File: src/rtl/fir_pkg.sv
// Shared types and sizing for the FIR coefficient configuration controller.
package fir_pkg;
    localparam int NTAPS = 16;
    localparam int CW    = 16;
    localparam int CNTW  = $clog2(NTAPS);

    typedef logic signed [CW-1:0] coef_t;

    typedef enum logic [1:0] {IDLE, LOAD, ARMED, SWAP} fir_cfg_state_e;
endpackage

File: src/rtl/fir_coef_ctrl_if.sv
// Coefficient stream port: host (master) pushes words, controller (slave) accepts.
// A word transfers only at a rising edge where cfg_valid and cfg_ready are both high.
interface fir_coef_ctrl_if;
    import fir_pkg::*;

    logic  cfg_valid;
    logic  cfg_ready;
    logic  cfg_last;
    coef_t cfg_data;

    modport master (output cfg_valid, cfg_data, cfg_last, input cfg_ready);
    modport slave  (input cfg_valid, cfg_data, cfg_last, output cfg_ready);
endinterface

File: src/rtl/coef_bank.sv
// NTAPS x CW coefficient register file with one write port and a flat read-out.
module coef_bank
    import fir_pkg::*;
(
    input  logic                  clk,
    input  logic                  rst_n,
    input  logic                  we_i,
    input  logic [CNTW-1:0]       addr_i,
    input  coef_t                 data_i,
    output logic [NTAPS*CW-1:0]   flat_o
);

    coef_t mem_q [NTAPS];

    always_ff @(posedge clk or negedge rst_n) begin
        if (!rst_n) begin
            for (int k = 0; k < NTAPS; k++) mem_q[k] <= '0;
        end else if (we_i) begin
            mem_q[addr_i] <= data_i;
        end
    end

    always_comb begin
        flat_o = '0;
        for (int k = 0; k < NTAPS; k++) flat_o[k*CW +: CW] = mem_q[k];
    end

endmodule

File: src/rtl/fir_coef_ctrl.sv
// Double-buffered FIR coefficient controller: loads a shadow bank from the
// config stream and swaps it in atomically on a sample boundary.
module fir_coef_ctrl
    import fir_pkg::*;
(
    input  logic                  clk,
    input  logic                  rst_n,
    fir_coef_ctrl_if.slave        cfg,
    input  logic                  sample_tick,
    input  logic                  err_clr,
    output logic [NTAPS*CW-1:0]   coef_flat,
    output logic                  bank_sel,
    output logic                  swap_pulse,
    output logic                  busy,
    output logic                  cfg_err,
    output fir_cfg_state_e        dbg_state
);

    localparam logic [CNTW-1:0] LAST_IDX = CNTW'(NTAPS - 1);

    fir_cfg_state_e        state_q, state_d;
    logic [CNTW-1:0]       cnt_q, cnt_d;
    logic                  bank_sel_q, bank_sel_d;
    logic                  swap_pulse_q, swap_pulse_d;
    logic                  cfg_err_q, cfg_err_d;
    logic                  ready_q, ready_d;
    logic [NTAPS*CW-1:0]   coef_q, coef_d;
    logic [NTAPS*CW-1:0]   flat0, flat1, shadow_flat;
    logic                  hs, wr_en, err_set;

    assign hs = cfg.cfg_valid && ready_q;

    always_comb begin
        state_d = state_q;
        cnt_d   = cnt_q;
        wr_en   = 1'b0;
        err_set = 1'b0;
        case (state_q)
            IDLE: begin
                if (hs) begin
                    if (cfg.cfg_last) begin
                        err_set = 1'b1;
                    end else begin
                        wr_en   = 1'b1;
                        cnt_d   = CNTW'(1);
                        state_d = LOAD;
                    end
                end
            end
            LOAD: begin
                if (hs) begin
                    if (cnt_q == LAST_IDX && cfg.cfg_last) begin
                        wr_en   = 1'b1;
                        cnt_d   = '0;
                        state_d = ARMED;
                    end else if (cnt_q == LAST_IDX || cfg.cfg_last) begin
                        err_set = 1'b1;
                        cnt_d   = '0;
                        state_d = IDLE;
                    end else begin
                        wr_en = 1'b1;
                        cnt_d = cnt_q + 1'b1;
                    end
                end
            end
            ARMED: if (sample_tick) state_d = SWAP;
            SWAP:  state_d = IDLE;
            default: state_d = IDLE;
        endcase
    end

    // Ready is registered from the next state so it stays low while in reset.
    assign ready_d      = (state_d == IDLE) || (state_d == LOAD);
    assign swap_pulse_d = (state_q == SWAP);
    assign bank_sel_d   = (state_q == SWAP) ? ~bank_sel_q : bank_sel_q;
    assign coef_d       = (state_q == SWAP) ? shadow_flat : coef_q;
    assign cfg_err_d    = err_set | (cfg_err_q & ~err_clr);

    always_ff @(posedge clk or negedge rst_n) begin
        if (!rst_n) begin
            state_q      <= IDLE;
            cnt_q        <= '0;
            bank_sel_q   <= 1'b0;
            swap_pulse_q <= 1'b0;
            cfg_err_q    <= 1'b0;
            ready_q      <= 1'b0;
            coef_q       <= '0;
        end else begin
            state_q      <= state_d;
            cnt_q        <= cnt_d;
            bank_sel_q   <= bank_sel_d;
            swap_pulse_q <= swap_pulse_d;
            cfg_err_q    <= cfg_err_d;
            ready_q      <= ready_d;
            coef_q       <= coef_d;
        end
    end

    // The shadow bank is always the one not currently selected as active.
    coef_bank u_bank0 (
        .clk    (clk),
        .rst_n  (rst_n),
        .we_i   (wr_en && bank_sel_q),
        .addr_i (cnt_q),
        .data_i (cfg.cfg_data),
        .flat_o (flat0)
    );

    coef_bank u_bank1 (
        .clk    (clk),
        .rst_n  (rst_n),
        .we_i   (wr_en && !bank_sel_q),
        .addr_i (cnt_q),
        .data_i (cfg.cfg_data),
        .flat_o (flat1)
    );

    assign shadow_flat   = bank_sel_q ? flat0 : flat1;
    assign cfg.cfg_ready = ready_q;
    assign coef_flat     = coef_q;
    assign bank_sel      = bank_sel_q;
    assign swap_pulse    = swap_pulse_q;
    assign busy          = (state_q == LOAD) || (state_q == ARMED);
    assign cfg_err       = cfg_err_q;
    assign dbg_state     = state_q;

endmodule

File: src/flat_wrapper.sv
// flat-port wrapper written by rule: the top's interface ports become plain ports
module fir_coef_ctrl_flat import fir_pkg::*;
  (clk, rst_n, sample_tick, err_clr, coef_flat, bank_sel, swap_pulse, busy, cfg_err, dbg_state, cfg_cfg_valid, cfg_cfg_data, cfg_cfg_last, cfg_cfg_ready);
  fir_coef_ctrl_if cfg_i ();
  input  logic clk;
  input  logic rst_n;
  input  logic sample_tick;
  input  logic err_clr;
  output logic [NTAPS*CW-1:0] coef_flat;
  output logic bank_sel;
  output logic swap_pulse;
  output logic busy;
  output logic cfg_err;
  output fir_cfg_state_e dbg_state;
  input wire logic [$bits(cfg_i.cfg_valid)-1:0] cfg_cfg_valid;
  input wire logic [$bits(cfg_i.cfg_data)-1:0] cfg_cfg_data;
  input wire logic [$bits(cfg_i.cfg_last)-1:0] cfg_cfg_last;
  output wire logic [$bits(cfg_i.cfg_ready)-1:0] cfg_cfg_ready;
  assign cfg_i.cfg_valid = cfg_cfg_valid;
  assign cfg_i.cfg_data = cfg_cfg_data;
  assign cfg_i.cfg_last = cfg_cfg_last;
  assign cfg_cfg_ready = cfg_i.cfg_ready;
  fir_coef_ctrl u_core (.clk(clk), .rst_n(rst_n), .cfg(cfg_i), .sample_tick(sample_tick), .err_clr(err_clr), .coef_flat(coef_flat), .bank_sel(bank_sel), .swap_pulse(swap_pulse), .busy(busy), .cfg_err(cfg_err), .dbg_state(dbg_state));
endmodule
File: config.mk
export PLATFORM = sky130hd
export DESIGN_NAME = fir_coef_ctrl_flat
export DESIGN_NICKNAME = d
export VERILOG_FILES = /design/src/rtl/fir_pkg.sv /design/src/rtl/fir_coef_ctrl_if.sv /design/src/rtl/coef_bank.sv /design/src/rtl/fir_coef_ctrl.sv /design/src/flat_wrapper.sv
export SDC_FILE = /design/constraint.sdc
export NUM_CORES = 1
export LEC_CHECK = 0
export CORE_ASPECT_RATIO = 1.5
export CORE_MARGIN = 3
export CORE_UTILIZATION = 54
export CTS_BUF_LIST = sky130_fd_sc_hd__clkbuf_4
export DETAILED_ROUTE_END_ITERATION = 10
export PLACE_DENSITY_LB_ADDON = 0.05
export RECOVER_POWER = 50
export SLEW_MARGIN = 20
export SYNTH_ARGS = -nofsm -noshare
export SYNTH_HDL_FRONTEND = slang
export SYNTH_HIERARCHICAL = 1
export SYNTH_SLANG_ARGS = --single-unit
File: constraint.sdc
create_clock -name clk -period 3.4 [get_ports clk]
set_input_delay 0.51 -clock clk [delete_from_list [all_inputs] [get_ports clk]]
set_output_delay 0.51 -clock clk [all_outputs]
set_load 0.02 [all_outputs]
======== After elaboration in Yosys (flattened, before gate mapping) ========
Index checks and enable logic that the tools add are counted.
word-level totals
  word-level logic and storage cells ...... 98
  latch bits .............................. 0
  memories kept ........................... 0
  memory bits (read-only) ................. 0
  bits of input ports ..................... 22
  register bits after elaboration ......... 778
  output and inout bits ................... 263
  memory bits (writable) .................. 0
operators by class
  muxes and demuxes ....................... 30
  reductions and logical operators ........ 13
  $add $sub $neg .......................... 1
  div/mod/pow operators ................... 0
  multipliers ............................. 0
  equality and inequality tests ........... 8
  $lt $le $gt $ge ......................... 2
  shift operators ......................... 0
  bitwise logic cells ..................... 5
operators by type and width
  operator                                                                       number
  256-bit bitwise mux                                                            2
  256-bit 2-to-1 mux                                                             1
  16-bit demux with 4-bit select                                                 1
  4-bit 2-to-1 mux                                                               5
  16-bit 2-to-1 mux                                                              1
  2-bit 2-to-1 mux                                                               6
  1-bit 2-to-1 mux                                                               10
  2-bit one-hot mux with 4 select lines                                          1
  4-bit one-hot mux with 2 select lines                                          1
  5-bit >= comparator (second input constant)                                    1
  1-bit logical AND                                                              5
  5-bit by 1-bit less-than comparator with 1-bit output (second input constant)  1
  4-bit NOT with 5-bit output                                                    1
  4-bit by 1-bit adder with 4-bit output (second input constant)                 1
  2-bit by 1-bit equality test with 1-bit output (second input constant)         2
  2-bit equality test (second input constant)                                    2
  4-bit equality test (second input constant)                                    1
  2-bit logical NOT                                                              2
  2-bit by 1-bit inequality test with 1-bit output (second input constant)       2
  1-bit one-hot mux with 2 select lines                                          2
  4-bit AND reduction                                                            1
  1-bit logical OR                                                               3
  2-bit inequality test (second input constant)                                  1
  1-bit NOT                                                                      2
  other kinds (4)                                                                4

======== Longest topological paths before layout ========
Gate-level depths: netlist (run 1).
  word-level depth ........................ 8
  depth in mapped cells ................... 10

======== Cells and area by module ========
The synthesis (run 1) kept the hierarchy.
modules (own cells, without submodules)
  module         cells each  area each (um2)  sequential area each (um2)  times used
  coef_bank      573         9795.6           6406.1                      2
  fir_coef_ctrl  1175        12368.1          6656.4                      1

======== Worst setup path before layout (run 1) ========
OpenSTA, ideal clock, no wires.
  path type ............................... reg2reg
  start point ............................. register u_core.cnt_q[1]
  end point ............................... register u_core.u_bank1.mem_q, in the netlist u_core/u_bank1/flat_o[229]
  setup slack ............................. 0.156 ns
  setup time .............................. 0.125 ns
  cell stages (with the launch flop) ...... 10
  arrival time ............................ 3.119 ns
  buffers on the path ..................... 1
  cells stage by stage .................... dfrtp_1 > ha_1 > nand3_1 > ha_1 > mux2i_1 > nor3b_1 > nand3_1 > nor2_2 > buf_4 > mux2_2
on the way
  longest elaborated chain between the ends .. 7
RTL lines
  what                                                                         line                 RTL
  start, declared                                                              fir_coef_ctrl.sv:22  logic [CNTW-1:0] cnt_q, cnt_d;
  start signal, assigned                                                       fir_coef_ctrl.sv:90  cnt_q <= cnt_d;
  parallel branches: the longest is 7 deep, another holds 5-bit >= comparator  --
  end signal, assigned by index                                                coef_bank.sv:19      mem_q[addr_i] <= data_i;
  end, declared                                                                coef_bank.sv:13      coef_t mem_q [NTAPS];
Several ways; the timed one is not identified.
A chain may end at the register's enable or synchronous reset.

======== Final worst setup path (run 1) ========
  start point ............................. register u_core.state_q[1] (netlist: u_core/dbg_state[1])
  end point ............................... register u_core.coef_q[159] (netlist: u_core/coef_flat[159])
on the way
  longest elaborated chain between the ends .. 1
RTL lines
  what                     line                 RTL
  start, declared          fir_coef_ctrl.sv:21  fir_cfg_state_e state_q, state_d;
  start signal, assigned   fir_coef_ctrl.sv:89  state_q <= state_d;
  2-bit equality test      --
  via u_core.swap_pulse_d  fir_coef_ctrl.sv:24  logic swap_pulse_q, swap_pulse_d;
  end signal, assigned     fir_coef_ctrl.sv:95  coef_q <= coef_d;
  end, declared            fir_coef_ctrl.sv:27  logic [NTAPS*CW-1:0] coef_q, coef_d;
The timed path passes the listed nets, and every way through them passes these cells.

==> out/qor.csv, run 1 <==
metric,value,unit
status,"finished, violations left",
failing checks,"max-capacitance violations, max-slew violations",
"Hold Vio Cnt, Final",0,
placer congestion estimate,0.7615,
Syn Std Cell Area,31960,µm²
synthesized area per cell,13.77,µm²
CTS buffer count,181,
largest net degree at the start of global routing,130,
fin cells,3614,
Longest Clk Path Bufs,3,
number of port buffers,284,
"commonest non-fill, non-tap cell in the layout",dfrtp_1,
Vias,19520,
max incr delay on CP,1.34,ns
routed len/inst,21.08,µm
die area,62200,µm²
Post-CTS Setup Inserts,0,
Nets,2727,
RSZ-0062 raised after global routing,no,
DRT Wirelength,76.17,mm
critical path class,register to register,
vias in the first global route,20890,
Crit. End Element,register,
share of cells above drive strength 1,0.3204,
row cnt,108,
Std-Cell Core Area,58240,µm²
DRC viols,0,
Worst slew margin,-0.7211,
most frequent cells in the layout,"dfrtp_1 (777), mux2_2 (472), clkbuf_4 (271)",
"Slew Viols, Final",113,
maxcap violations,2,
Tightest Pin Transition,2.582,ns
Yosys cell types,45,
Yosys reg bits,778,
Static Leak,0.01877,µW
DR iter-0 viols,894,
cells along the critical path,"buf_4, ha_1, buf_6, nor2_1, a21oi_1",
Chip Height,304.0,µm
post-synthesis net count,2350,
worst vdd ir,0.6971,mV
post-DP HPWL,46.55,mm
gr ovfl total,0,
worst path required time,4.24,ns
Num Clock Sinks,778,
setup tns final,0,ns
clk_skew,0.03365,ns
"Setup violations, final",0,
initial antenna violation count,2,
die width,204.6,µm
ANT nets after route,0,
first-pass GRT wire length,119.8,mm
Hold Crit Class,input pin to register,
TritonCTS clock tree,yes,
# IOs,285,
"Seq/Total Area, Yosys",0.6092,
Total GRT Usage,0.2484,
crit path launch type,register,
root buf cell,clkbuf_4,
CTS HTree Levels,4,
"CTS clk-pin slew, worst paths",0.07,ns
fin crit period,3.018,ns
Initial Utilization,0.5487,
# fillers,4598,
pwr/cell area,813.8,nW/µm²
Final Cycle Share,0.8875,
Placed Cells,3284,
fmax,331.4,MHz
First-pass DRT Iterations,5,
slowest cell on the critical path,ha_1,
clk_lat worst skew,0.92,ns
Worst Path Arrival,3.86,ns
cell count after synthesis,2321,
Via density,5.401,
synth warn,6,
crit-path max FO,116,
Synth-to-Final Area Change,18.48,%
==> state kept, by name (all words and copies together), names as in the netlist <==
register,count
u_core/dbg_state,2
u_core/u_bank1/flat_o,256
u_core/bank_sel,1
u_core/u_bank0/flat_o,256
u_core/cfg_err,1
u_core/swap_pulse,1
u_core/cfg.cfg_ready,1
u_core/cnt_q,4
u_core/coef_flat,256
==> worst paths after layout <==
| check | slack [ns] | startpoint | depth (start not counted) | end |
|---|---|---|---|---|
| min reg2reg | 0.50 | u_core/u_bank0/flat_o[22] | 1 | u_core/u_bank0/flat_o[22] |
| min | 0.18 | err_clr | 2 | u_core/cfg_err |
| max reg2reg | 0.38 | u_core/dbg_state[1] | 5 | u_core/coef_flat[159] |
| max | 0.38 | u_core/dbg_state[1] | 5 | u_core/coef_flat[159] |
| min in group asynchronous | 0.94 | rst_n | 2 | u_core/u_bank1/flat_o[26] |
| max in group asynchronous | 0.52 | rst_n | 4 | u_core/coef_flat[129] |
==> report_power, final <==
| part | internal (µW) | switching, µW |
|---|---|---|
| clock | 3790 | 3500 |
| sequential | 11700 | 1620 |
| combinational | 4890 | 5340 |
| total | 20400 | 10500 |
==> critical path: cells and delay by family, from the launching register on <==
| family | cells | cell delay (ns) |
|---|---|---|
| AO/OA/AOI/OAI | 1 | 0.16 |
| adder cells (fa/ha/maj) | 1 | 1.34 |
| buffers and inverters | 2 | 0.93 |
| flip-flops | 1 | 0.35 |
| AND/OR/NAND/NOR | 1 | 0.14 |
==> layout make-up <==
cell class	instances	area (µm²)	area share
clock inverter	54	260.3	0.006873
inverter	8	30.03	0.0007930
tap	770	963.4	0.02544
sequential	778	19470	0.5142
multi-input combinational	1374	11470	0.3029
antenna	4	10.01	0.0002643
clock buffer	271	2034	0.05373
timing repair buffer	355	3625	0.09572
==> through the flow <==
step                cell area, µm²  hold slack, ns  total power [µW]    util  setup slack (ns)
CTS                          37960         0.06614             31270  0.6518            0.2372
global placement             35660          0.4862             23540  0.6123           0.04864
detailed placement           35660          0.4915             23770  0.6123           0.03332
global route                 37860         0.09943             32610  0.6500            0.1551
finish                       37870          0.1761             30820  0.6502            0.3824
floorplan                    31960          0.2144             18910       -            0.1558
==> synth_stat cells (all sizes together) <==
cell / instances / area, µm²
nand2b: 11 / 71.32
a2111oi: 1 / 8.760
a32o: 1 / 10.01
buf: 93 / 727.0
a221oi: 1 / 8.760
o21ai: 1 / 5.000
and2b: 3 / 22.52
ha: 7 / 87.58
o22ai: 2 / 12.51
nand3: 4 / 20.02
a2111o: 1 / 11.26
or3: 4 / 25.02
a22o: 1 / 8.760
nor3b: 3 / 45.05
inv: 8 / 30.03
mux2i: 259 / 2592
a21oi: 259 / 1300
xor2: 1 / 8.760
o221ai: 1 / 8.760
a221o: 1 / 10.01
and2: 1 / 6.260
nor2: 277 / 1085
dfrtp: 778 / 19470
clkbuf: 68 / 259.0
and3b: 3 / 30.03
nand3b: 8 / 117.6
mux2: 513 / 5927
a21o: 1 / 7.510
nand2: 9 / 38.79
and3: 1 / 6.260
==> repair_timing <==
item / CTS / global route
gates resized for setup: 0 / 0
hold endpoints to repair: 68 / 0
hold buffers: 1 / 0
==> cell families (layout without fill, tap and decap cells) <==
family                     count (synthesis)  in the layout  synth area share
DFF                                      778            778            0.6092
muxes                                    772            772            0.2666
and+or+nand+nor                          324            324           0.04592
AOI/OAI and AO/OA                        270            270           0.04353
buffers and inverters                    169            688           0.03179
adders and majority gates                  7              7          0.002740
xor gates and xnor gates                   1              1         0.0002741
other                                      0              4                 0
==> routing by layer <==
metal,vias to the layer above,wire length [µm],track usage
met4,0,1560,0.07896
met5,-,0,0
li1,8971,-,-
met2,397,38560,0.4126
met1,10060,32930,0.3295
met3,94,3118,0.05051
Power figures use the tool's default switching activity.
==> inputs of run 2 (changes only) <==
GPL_TIMING_DRIVEN = 0   (was default)
==> run 2 against run 1 <==
  * The run still ends with max-capacitance violations, max-slew violations left
  * Maximum frequency decreased by 9.8%
  * Critical endpoint is now u_core/u_bank1/flat_o[123]
  * Design area is 0.65% higher
  * Power about the same
  * Critical path type unchanged
  * First-iteration DRC count is 15% higher
  * Largest cell class unchanged
==> out/qor.csv, run 2 (same netlist as run 1, synthesis figures left out) <==
metric,value,unit
Hold Crit Class,input pin to asynchronous set/reset pin,
fin cells,3677,
number of port buffers,284,
Vias,20400,
die width,204.6,µm
routing usage on met3,0.06132,
pwr/cell area,808.0,nW/µm²
DR iter-0 viols,1030,
critical path's most frequent cell,ha_1,
worst vdd ir,0.5283,mV
Seq pwr share,0.429,
Static Leak,0.01888,µW
Num Clock Sinks,778,
root buf cell,clkbuf_4,
cells along the critical path,"ha_1, nand3_1, ha_1, mux2i_1, nor3b_4, buf_12, nand3b_4, nor2_2, buf_2, mux2_2",
clk_lat worst skew,0.93,ns
failing checks,"max-capacitance violations, max-slew violations",
Total GRT Usage,0.2821,
"Hold Vio Cnt, Final",0,
worst path required time,4.16,ns
combinational power share,0.349,
DRC viols,0,
Placed Cells,3384,
slowest cell on the critical path,dfrtp_4,
Worst slew margin,-0.4589,
# IOs,285,
TritonCTS clock tree,yes,
"CTS clk-pin slew, worst paths",0.06,ns
met1 usage,0.3499,
Clk pwr share,0.222,
most frequent cells in the layout,"dfrtp_1 (774), mux2_2 (472), clkdlybuf4s50_1 (283)",
Final Cycle Share,0.9836,
gr ovfl total,0,
Tightest Pin Transition,2.188,ns
DRT Wirelength,86.60,mm
first-pass GRT wire length,132.1,mm
switching pwr,10620,µW
ANT nets after route,0,
busiest grt layer,met2,
Std-Cell Core Area,58240,µm²
vias in the first global route,22180,
initial antenna violation count,2,
RSZ-0062 raised after global routing,no,
Int Power,20170,µW
"Slew Viols, Final",149,
fmax,299.0,MHz
largest net degree at the start of global routing,107,
Crit. End Element,register,
status,"finished, violations left",
"Setup violations, final",0,
row cnt,108,
First-pass DRT Iterations,5,
Via density,5.547,
Worst Path Arrival,4.11,ns
Chip Height,304.0,µm
Longest Clk Path Bufs,3,
max incr delay on CP,0.56,ns
die area,62200,µm²
CTS buffer count,179,
global routing met2 resource utilization,0.4829,
routed len/inst,23.55,µm
CTS HTree Levels,4,
Initial Utilization,0.5487,
Nets,2832,
Final Util,0.6544,
Synth-to-Final Area Change,19.25,%
share of cells above drive strength 1,0.3127,
Min Hold Slack,0.1144,ns
crit path launch type,register,
clk_skew,0.04326,ns
post-DP HPWL,59.75,mm
fin crit period,3.344,ns
"commonest non-fill, non-tap cell in the layout",dfrtp_1,
critical path class,register to register,
crit-path max FO,18,
Net Sw Frac,0.3450,
total power,30800,µW
placer congestion estimate,0.8006,
maxcap violations,2,
[run 2: cell types whose count changed in the layout (fill, tap and decap cells not counted), moves of 5 or more]
cell	previous run	this run
nor2_4	0	8
buf_6	3	23
buf_12	29	5
clkbuf_2	9	2
buf_16	0	5
nor2_2	18	10
clkbuf_1	6	78
clkbuf_4	271	254
clkdlybuf4s50_1	267	283
buf_2	16	29
clkinv_1	39	24
buf_4	24	33
inv_2	9	2
[run 2: final cells by class]
cell class	count	area, µm²
diodes	3	7.507
plain buffers	161	975.9
clock buffers	252	1892
clock inverters	30	142.6
fillers	4560	20130
inverters	8	30.03
multi-input cells	1374	11530
flip-flops and latches	778	19480
well taps	770	963.4
repair buffers	301	3089
[run 2: power groups by stage]
stage,clock network (µW),registers [µW],logic (µW)
2_1_floorplan,0,14900,4050
3_3_place_gp,0,13400,10600
3_5_place_dp,0,13400,10700
4_1_cts,7070,13200,10800
5_1_grt,7550,13500,11500
6_report,6840,13200,10800
[run 2: critical path: cells and delay by family, from the launching register on]
family	cells	cell delay, ns
mux	2	0.62
fa+ha+maj	2	0.57
buf+inv	2	0.50
flops	1	0.56
simple gates	4	0.94
[run 2: routing by layer]
metal | share of wire | routed length, µm | vias up
met4 | 0.034 | 2946 | 0
met5 | 0 | 0 | -
met3 | 0.053 | 4624 | 159
met2 | 0.51 | 44460 | 571
met1 | 0.40 | 34570 | 10530
li1 | - | - | 9137
[run 2: worst paths after layout]
| check | startpoint | to | slack, ns | cells after the start |
|---|---|---|---|---|
| min in group clk | err_clr | u_core/cfg_err | 0.20 | 2 |
| setup / recovery | u_core/cnt_q[0] | u_core/u_bank1/flat_o[123] | 0.06 | 10 |
| max in group asynchronous | rst_n | u_core/coef_flat[78] | 0.52 | 5 |
| hold reg to reg | u_core/u_bank1/flat_o[1] | u_core/u_bank1/flat_o[1] | 0.50 | 1 |
| hold / removal | rst_n | u_core/coef_flat[3] | 0.11 | 2 |
| setup reg to reg | u_core/cnt_q[0] | u_core/u_bank1/flat_o[123] | 0.06 | 10 |
[run 2: per-stage QoR]
stage / setup TNS (ns) / setup WS [ns] / instance area, µm²
final: 0 / 0.05584 / 38110
after detailed placement: -214.48 / -1.193 / 36020
after floorplan: 0 / 0.1558 / 31960
after global placement: - / -31.14 / 35770
after CTS: 0 / 0.01060 / 38140
after global routing: 0 / 0.008547 / 38110
[run 2: timing repair]
action,4_1_cts,5_1_grt
buffers inserted,1,6
gates resized for setup,15,4
setup endpoints to repair,435,214
hold buffers,1,0
hold endpoints to repair,192,0
==> inputs of run 3 (changes only) <==
CAP_MARGIN = 25   (was default)
==> run 3 against run 2 <==
  * The run still ends with max-capacitance violations, max-slew violations left
  * Sequential power about the same
  * Die area is the same
  * Clock power grew 5.1%
  * Design area is 0.36% higher
  * Maximum frequency grew 1.6%
  * Combinational power about the same
  * First-iteration DRC count decreased by 8.3%
  * Critical path type unchanged
  * Power is 1.1% higher
  * Via count grew 0.65%
  * Sequential share of layout area is 0.18 points lower
  * Register-to-register slack better by 0.05 ns
==> out/qor.csv, run 3 (same netlist as run 1, synthesis figures left out) <==
metric,value,unit
CP top delay family,simple AND/OR/NAND/NOR gates,
first-pass GRT wire length,132.2,mm
Num Clock Sinks,778,
"commonest non-fill, non-tap cell in the layout",dfrtp_1,
Chip Height,304.0,µm
routed len/inst,23.40,µm
post-route cell area,38250,µm²
"Slew Viols, Final",149,
Total GRT Usage,0.2820,
fin crit period,3.291,ns
pwr/cell area,813.7,nW/µm²
CP startpoint,u_core/cnt_q[1],
number of port buffers,284,
die area,62200,µm²
status,"finished, violations left",
vias in the first global route,22100,
maxcap violations,2,
reg2reg end,u_core/u_bank1/flat_o[117],
row cnt,108,
RSZ-0062 raised after global routing,no,
Hold Crit Class,input pin to asynchronous set/reset pin,
Tightest Pin Transition,2.204,ns
pre-CTS WS,-1.179,ns
RR Startpoint,u_core/cnt_q[1],
DRC viols,0,
worst setup margin,0.1088,ns
critical path class,register to register,
Crit. End Element,register,
clk_skew,0.03434,ns
share of cells above drive strength 1,0.3107,
"CTS clk-pin slew, worst paths",0.07,ns
cells along the critical path,"ha_1, nand3_1, ha_1, mux2i_1, nor3b_4, buf_12, nand3b_4, nor2_2, buf_2, mux2_2",
DR iter-0 viols,944,
worst vdd ir,0.5664,mV
Longest Clk Path Bufs,3,
TritonCTS clock tree,yes,
die width,204.6,µm
"Hold Vio Cnt, Final",0,
crit path launch type,register,
worst path required time,4.19,ns
crit-path max FO,17,
Area after DPL,36030,µm²
Vias,20530,
Std-Cell Core Area,58240,µm²
Worst Path Arrival,4.08,ns
# IOs,285,
R2R cell count,10,
max incr delay on CP,0.57,ns
root buf cell,clkbuf_4,
failing checks,"max-capacitance violations, max-slew violations",
CTS HTree Levels,4,
initial antenna violation count,1,
Worst slew margin,-0.4692,
Min Hold Slack,0.09496,ns
placer congestion estimate,0.8006,
Synth-to-Final Area Change,19.68,%
critical path's most frequent cell,ha_1,
ANT nets after route,0,
largest net degree at the start of global routing,107,
CTS buffer count,182,
clk_lat worst skew,0.94,ns
post-DP HPWL,59.93,mm
First-pass DRT Iterations,5,
most frequent cells in the layout,"dfrtp_1 (774), mux2_2 (472), clkdlybuf4s50_1 (283)",
"Setup violations, final",0,
Initial Utilization,0.5487,
Static Leak,0.01893,µW
Final Cycle Share,0.9680,
setup tns final,0,ns
slowest cell on the critical path,dfrtp_4,
Via density,5.557,
Nets,2833,
DRT Wirelength,86.45,mm
gr ovfl total,0,
fmax,303.8,MHz
total power,31120,µW
reg2reg setup slack,0.11,ns
WP buf/inv,2,
-- run 3: changes by cell type in the layout (fill, tap and decap cells not counted), moves of 2 or more --
cell / before / now
inv_2: 2 / 6
buf_4: 33 / 29
clkinv_1: 24 / 36
clkbuf_4: 254 / 256
clkbuf_1: 78 / 83
bufinv_16: 1 / 4
buf_2: 29 / 23
buf_6: 23 / 25
-- run 3: area by class of cell --
| type | count | area [µm²] |
|---|---|---|
| clock buffer | 254 | 1907 |
| sequential | 778 | 19480 |
| tap | 770 | 963.4 |
| clock inverter | 48 | 287.8 |
| inverter | 8 | 30.03 |
| buffer | 161 | 968.4 |
| multi-input combinational | 1374 | 11530 |
| antenna | 2 | 5.005 |
| fill | 4500 | 19990 |
| timing repair buffer | 299 | 3082 |
-- run 3: routing by layer --
layer	vias up	track usage	share of wire
met1	10640	0.3471	0.40
met2	565	0.4776	0.51
met4	0	0.1145	0.037
met5	-	0	0
met3	167	0.06763	0.056
li1	9161	-	-
-- run 3: timing repair --
item                                   4_1_cts  5_1_grt
resized for setup                           14        4
hold buffers                                 1        0
buffers inserted                             1        2
setup endpoints to repair                  440      138
endpoints found under the hold margin      192        0
-- run 3: how the worst max path moves through the flow --
stage | depth (start not counted) | slack [ns] | end
global route | 10 | 0.001 | u_core/u_bank1/flat_o[103]
finish | 10 | 0.11 | u_core/u_bank1/flat_o[117]
CTS | 10 | 0.02 | u_core/u_bank1/flat_o[117]
detailed placement | 9 | -1.18 | u_core/u_bank1/flat_o[245]
floorplan | 9 | 0.16 | u_core/u_bank1/flat_o[229]
global placement | 1 | -31.14 | u_core/u_bank0/flat_o[151]
-- run 3: worst reg2reg max path, delay by kind of cell, from the launching register on --
kind                     cells  cell delay (ns)
flip-flops                   1             0.57
buffers and inverters        2             0.51
AND/OR/NAND/NOR              4             0.93
adder cells (fa/ha/maj)      2             0.58
multiplexers                 2             0.58
-- run 3: stage by stage --
step | cells | util
after floorplan | 2321 | -
after global placement | 3375 | 0.6141
after detailed placement | 3385 | 0.6186
after CTS | 3689 | 0.6578
after global routing | 3694 | 0.6568
final | 3694 | 0.6568
-- run 3: report_power, final --
| part | leakage [µW] | switching (µW) | internal, µW |
|---|---|---|---|
| clock network | 0.00131 | 3470 | 3720 |
| logic | 0.00741 | 5670 | 5060 |
| registers | 0.0102 | 1540 | 11700 |
| total | 0.0189 | 10700 | 20400 |
